File: src/rtl/muldiv_seq.sv
// muldiv_seq: sequencer for the multicycle multiply/divide path.
// Loads mult/div operands, waits the iteration count, commits Hi/Lo.
module muldiv_seq #(
   parameter int unsigned MULT_CYCLES = 32,
   parameter int unsigned DIV_CYCLES  = 32
) (
   input  logic        clk,
   input  logic        reset,
   input  logic        start,
   input  logic [1:0]  op,
   input  logic [31:0] divisor,
   output logic        busy,
   output logic        done,
   output logic        div0,
   output logic        mult_ctrl,
   output logic        DIVASelect,
   output logic        DIVBSelect,
   output logic        RegAWrite,
   output logic        RegBWrite,
   output logic        MDSelect,
   output logic        HiCtrl,
   output logic        LoCtrl
);

   typedef enum logic [2:0] {
      IDLE, LOAD, RUN, WRITE, DONE, EXC
   } state_t;

   localparam logic [1:0] OP_MULT = 2'b00;
   localparam logic [1:0] OP_DIVM = 2'b10;
   localparam logic [1:0] OP_RSVD = 2'b11;
   localparam logic [7:0] MULT_LD = 8'(MULT_CYCLES - 1);
   localparam logic [7:0] DIV_LD  = 8'(DIV_CYCLES - 1);

   state_t     state, state_nx;
   logic [7:0] cnt, cnt_nx;
   logic [1:0] op_q, op_nx;
   logic       is_mult;
   logic       is_divm;

   assign is_mult = (op_q == OP_MULT);
   assign is_divm = (op_q == OP_DIVM);

   always_ff @(posedge clk or negedge reset) begin
      if (!reset) begin
         state <= IDLE;
         cnt   <= 8'd0;
         op_q  <= OP_MULT;
      end else begin
         state <= state_nx;
         cnt   <= cnt_nx;
         op_q  <= op_nx;
      end
   end

   always_comb begin
      state_nx   = state;
      cnt_nx     = cnt;
      op_nx      = op_q;
      busy       = 1'b0;
      done       = 1'b0;
      div0       = 1'b0;
      mult_ctrl  = 1'b0;
      DIVASelect = 1'b0;
      DIVBSelect = 1'b0;
      RegAWrite  = 1'b0;
      RegBWrite  = 1'b0;
      MDSelect   = 1'b0;
      HiCtrl     = 1'b0;
      LoCtrl     = 1'b0;
      unique case (state)
         IDLE: begin
            if (start && (op != OP_RSVD)) begin
               op_nx    = op;
               state_nx = LOAD;
            end
         end
         LOAD: begin
            busy       = 1'b1;
            mult_ctrl  = is_mult;
            RegAWrite  = !is_mult;
            RegBWrite  = !is_mult;
            DIVASelect = is_divm;
            DIVBSelect = is_divm;
            cnt_nx     = is_mult ? MULT_LD : DIV_LD;
            // divisor is the live DIVBSelect mux output, valid this cycle
            if (!is_mult && (divisor == 32'd0))
               state_nx = EXC;
            else
               state_nx = RUN;
         end
         RUN: begin
            busy       = 1'b1;
            DIVASelect = is_divm;
            DIVBSelect = is_divm;
            MDSelect   = is_mult;
            if (cnt == 8'd0)
               state_nx = WRITE;
            else
               cnt_nx = cnt - 8'd1;
         end
         WRITE: begin
            busy       = 1'b1;
            DIVASelect = is_divm;
            DIVBSelect = is_divm;
            MDSelect   = is_mult;
            HiCtrl     = 1'b1;
            LoCtrl     = 1'b1;
            state_nx   = DONE;
         end
         DONE: begin
            busy     = 1'b1;
            done     = 1'b1;
            state_nx = IDLE;
         end
         EXC: begin
            busy     = 1'b1;
            div0     = 1'b1;
            state_nx = IDLE;
         end
         default: state_nx = IDLE;
      endcase
   end

endmodule

File: config.mk
export PLATFORM = sky130hd
export DESIGN_NAME = muldiv_seq
export DESIGN_NICKNAME = d
export VERILOG_FILES = /design/src/rtl/muldiv_seq.sv
export SDC_FILE = /design/constraint.sdc
export NUM_CORES = 1
export LEC_CHECK = 0
export ABC_AREA = 1
export CORE_MARGIN = 1.5
export CORE_UTILIZATION = 36
export DETAILED_ROUTE_END_ITERATION = 10
export PLACE_DENSITY = 0.81
export SYNTH_ARGS = -nofsm -noshare
export SYNTH_HDL_FRONTEND = slang
export SYNTH_SLANG_ARGS = --single-unit
File: constraint.sdc
create_clock -name clk -period 1.42 [get_ports clk]
set_clock_uncertainty 0.1 [all_clocks]
set_input_delay 0.142 -clock clk [delete_from_list [all_inputs] [get_ports clk]]
set_output_delay 0.142 -clock clk [all_outputs]
set_load 0.005 [all_outputs]
# Word level (Yosys, flattened, before mapping)

Cells that the tools add are included.

Output and inout bits: 11
Register bits after elaboration: 13
Input bits: 37
Logic and storage cells: 42

Equal/unequal tests: 10
Reduce and logical (&&, ||, !) cells: 14
Mux-type cells: 14
Add/subtract/negate cells: 1

Operators by type and width:

| cell                | number |
|---|---|
| $logic_not 32->1    | 1 |
| $pmux 8 s2          | 1 |
| $pmux 3 s4          | 1 |
| $mux 3              | 3 |
| $logic_not 8->1     | 1 |
| $mux 1              | 8 |
| $mux 8              | 1 |
| $ne 2x2->1 const B  | 4 |
| $sub 8x1->8 const B | 1 |
| $eq 3x2->1 const B  | 2 |
| $eq 3x3->1 const B  | 2 |
| $reduce_and 2->1    | 3 |
| $reduce_or 5->1     | 1 |
| $eq 3x1->1 const B  | 1 |
| $logic_not 3->1     | 1 |
| $reduce_or 3->1     | 1 |
| $eq 2x2->1 const B  | 1 |
| $logic_and 1x1->1   | 2 |
| $logic_not 2->1     | 1 |
| $reduce_bool 2->1   | 1 |
| $reduce_or 2->1     | 1 |
| $logic_not 1->1     | 1 |

# Depth between registers and ports, before layout

Depth after elaboration: 5
Mapped depth: 8
Mapped depth without buffers: 8

# Worst setup path after synthesis

Ideal clock, no wire load.

Kind: register to register
From: register cnt[0]
To: register cnt[2]
Clock period less this slack: 1432 ps
Arrival time: 1208 ps
Slack: -12 ps
Path buffers: 1
Required time: 1196 ps
Setup time: 124 ps
Stages on the path, launching flop included: 9
Cell sequence: dfrtp_1 inv_1 ha_1 nand2_1 o21ai_2 nand2_4 buf_12 nand3_2 nand3_1

Cells in the longest elaborated chain, start to end: 3

Ends and longest elaborated chain:

| item                                                  | line    | RTL |
|---|---|---|
| start: declaration                                    | 36      | `logic [7:0] cnt, cnt_nx;` |
| start signal: assignment                              | 51      | `cnt <= cnt_nx;` |
| $sub 8x1->8 / $logic_not 8->1 (equally long branches) | 100, 97 |  |
| $mux 8 / $ne 2x2->1 (equally long branches)           | -       |  |
| $pmux 8 s2 / $reduce_and 2->1 (equally long branches) | -       |  |

Parallel ways exist; a longest one is shown, timed or not. The select of a mux whose other input is x is not followed.
A chain may end at the register's enable or synchronous reset.

# Final worst setup path

From: register state[1]
To: output busy

Cells in the longest elaborated chain, start to end: 3

Ends and longest elaborated chain:

| item                               | line | RTL |
|---|---|---|
| start: declaration                 | 35   | `state_t state, state_nx;` |
| start signal: assignment           | 50   | `state <= state_nx;` |
| $eq 3x2->1 (tied with other cells) | 71   | `unique case (state)` |
| $reduce_or 5->1 (no line) (*)      | -    |  |
| $mux 1 (*)                         | 71   |  |
| end: declaration                   | 12   | `output logic busy,` |

Mark *: on every way between the ends. The rest lies on a longest branch, timed or not.

==> key figures <==
STA
  – Unrepaired setup endpoints after global routing: true
  – Slew margin rel.: between 80% and 90%
  – Worst Slack Setup Final: -186 ps
  – Fin crit share: 113%
  – Max-slew violation count: 0
  – Fmax achieved: around 620 MHz
  – Fin crit period: 1610 ps
  – Pin slew with the least headroom to its limit: ~260 ps
  – Final Hold Fails: 0
  – Final setup violation count: 20

Global route
  – Vias in the first global route: about 1000
  – Total grt overflow: 0
  – Initial antenna violation count: 0
  – Largest net degree at the start of global routing: 14
  – First-pass GRT wire length: about 4.3 mm
  – Gr usage total: about a fifth

Clock network
  – CTS tree: yes
  – Clock Tree Root: clkbuf_4
  – CTS max path bufs: 2
  – Reg clk slew, reported paths: 90 ps
  – Clk Latency, worst-skew pair: roughly 280 ps
  – H-tree depth: 1
  – Cts bufs inserted: 3
  – CTS Sinks: 13
  – Hold-fix buffers at CTS: 0

Die
  – Starting density of the core: between 30 and 40%
  – Die area: between 2000 and 3000 sq um
  – Die W: around 55 microns
  – # IOs: between 40 and 50
  – Core area: around 2500 sq um
  – Number of core rows: 18
  – Chip Height: 54.7 microns

Finish
  – Commonest non-fill, non-tap cells in the layout: clkdlybuf4s50_1, nor2_1, buf_4
  – Final Core Density: a little under three quarters
  – Area Growth Syn to Fin: 86.6%
  – Layout Cells excl Fill: roughly 250
  – Share of cells above drive strength 1: 37.5%
  – Diode count: 0
  – Nets: roughly 260
  – Commonest non-fill, non-tap cell in the layout: clkdlybuf4s50_1

Place
  – Port Buf Inserts: 47
  – Dpl hpwl: 2.22 mm
  – Placed insts: 231
  – GP Congestion: 0.856

Yosys
  – Area contributors post-synth: dfrtp_1, nor2_1, nand2_1
  – Mapped cell area: ~960 sq um
  – Top-area cell type share of the netlist area: 33.8%
  – Syn Nets: around 170
  – Avg Inst Size Synth: around 7.2 sq um
  – Gate count of the mapped netlist: 134
  – Synth warnings: 0
  – FF+latch count, synth: 13
  – Unique masters post-synth: 27
  – Sequential fraction of the synthesis area: roughly a third
  – Synth area leader: dfrtp_1

Hold path
  – Hold/Removal Path Class: input pin to asynchronous set/reset pin

Worst setup path
  – Crit path arrival time: roughly 1400 ps
  – Slowest CP cell: dfrtp_1
  – Max FO, Critical Path: 3
  – Endpoint type of the worst setup path: output pin
  – Crit-path max cell delay: 430 ps
  – CP top delay family: flip-flops
  – CP required: ~1200 ps
  – Critical Setup Path Class: flop to output pin
  – WP buf/inv: 2
  – CP Launch Type: flop
  – CP cell instances: or2_4 > buf_6 > o211ai_1 > buf_2

Routing
  – Vias post-DR: roughly 1200
  – WL/cell: approximately 13 microns
  – Wirelength, routed: approximately 3.3 mm
  – DR pass1 iterations: 4
  – Via/cell ratio: approximately 4.8
  – DRT iter0 DRCs: 40
  – Detailed-route DRC error count: 0
  – Post-DRT Antenna Nets: 0

Power and ir drop
  – Seq pwr share: between 10% and 20%
  – Leakage: between 0.8 and 0.9 nW
  – Pwr Density: approximately 1900 nW/um^2
  – Int Pwr: about 0.0019 W
  – Worst VDD drop: 0.00114 V
  – Comb power frac: 74.5%
  – Clk pwr share: approximately 7%
  – Sw Share: between 40% and 50%
  – Total power: between 0.003 and 0.004 W
  – Switching power: around 0.0015 W

Status
  – Failing checks: negative setup slack
  – Status: complete, but fails checks

Run
  – Max Cap Violations: 0
-- what timing repair did --
item | 4_1_cts | 5_1_grt
setup buffers | 3 | 8
resized for setup | 51 | 24
pin swaps | 3 | 1
cloned | 0 | 1
setup endpoints to repair | 20 | 21
-- path summary, 6_finish.rpt --
kind | start | end | slack (ps) | cells past startpoint
setup / recovery | state[1] | busy | -190 | 4
hold / removal | reset | op_q[0] | 50 | 2
setup reg to reg | cnt[4] | cnt[4] | -120 | 7
hold reg to reg | cnt[2] | cnt[2] | 430 | 2
max in group asynchronous | reset | cnt[4] | 1000 | 2
min in group clk | op[0] | op_q[0] | 350 | 3
-- power groups by stage --
| stage | Sequential [W] | Combinational [W] | Clock [W] |
|---|---|---|---|
| final | 0.000629 | 0.00254 | 0.000241 |
| after global routing | 0.000636 | 0.00270 | 0.000259 |
| after CTS | 0.000610 | 0.00205 | 0.000235 |
| after detailed placement | 0.000610 | 0.00187 | 0 |
| after global placement | 0.000603 | 0.00179 | 0 |
| after floorplan | 0.000609 | 0.00104 | 0 |
-- state kept, by name, summed over array words and instances (netlist names) --
name / cells
op_q: 2
state: 3
cnt: 8
-- cells by family after synthesis --
logic type	synth area share [%]
AO/OA/AOI/OAI	12.3
flip-flops	33.8
buffers and inverters	11.3
adder cells (fa/ha/maj)	2.60
AND/OR/NAND/NOR	36.4
XOR/XNOR	3.64
-- final cells by class --
cell class | instances | area (sq um)
multi-input cells | 101 | 642
flip-flops and latches | 13 | 325
well taps | 30 | 37.5
inverters | 17 | 66.3
clock buffers | 4 | 26.3
fillers | 173 | 702
repair buffers | 81 | 701
-- synthesized netlist by cell type --
master and number:
nor2_1 33, nand2_1 25, inv_1 14, dfrtp_1 13, nand3_1 8, o21ai_2 7
o21ai_0 5, xor2_1 4, buf_4 3, ha_1 2, inv_2 2, nand4_1 2
o211ai_1 2, a21boi_0 1, a21oi_1 1, and3_1 1, buf_12 1, inv_4 1
nand2_2 1, nand2_4 1, nand3_2 1, nor2_2 1, nor2_8 1, nor3_1 1
nor4_1 1, o21ai_1 1, or2_4 1
-- layer usage --
metal  wire length (microns)  part of all wire (%)  GRT usage [%]  vias to the layer above
met5                       0                     0              0                        -
met4                      96                   2.9           6.25                        0
met3                     119                   3.7           1.91                       10
met2                    1660                    51           37.9                       42
met1                    1380                    42           22.5                      548
li1                        -                     -              -                      587
-- worst register-to-register path: stages (launching register included) --
cell	delay [ps]
dfrtp_1	400
nor2_2	150
nand3_1	140
o21ai_4	290
nand2_8	110
buf_6	140
o21ai_2	50
o21ai_2	60
-- stage by stage --
step                      setup slack, ps  hold slack (ps)  instance area [sq um]  setup TNS (ps)
after floorplan                      27.7             -254                    963               0
after global placement               -221              358                   1610           -1760
after detailed placement             -275              358                   1610           -2230
after CTS                            -173             58.0                   1680           -2150
after global routing                 -242             82.5                   1800           -3080
final                                -186             48.8                   1800           -2050
Power figures use the tool's default switching activity.
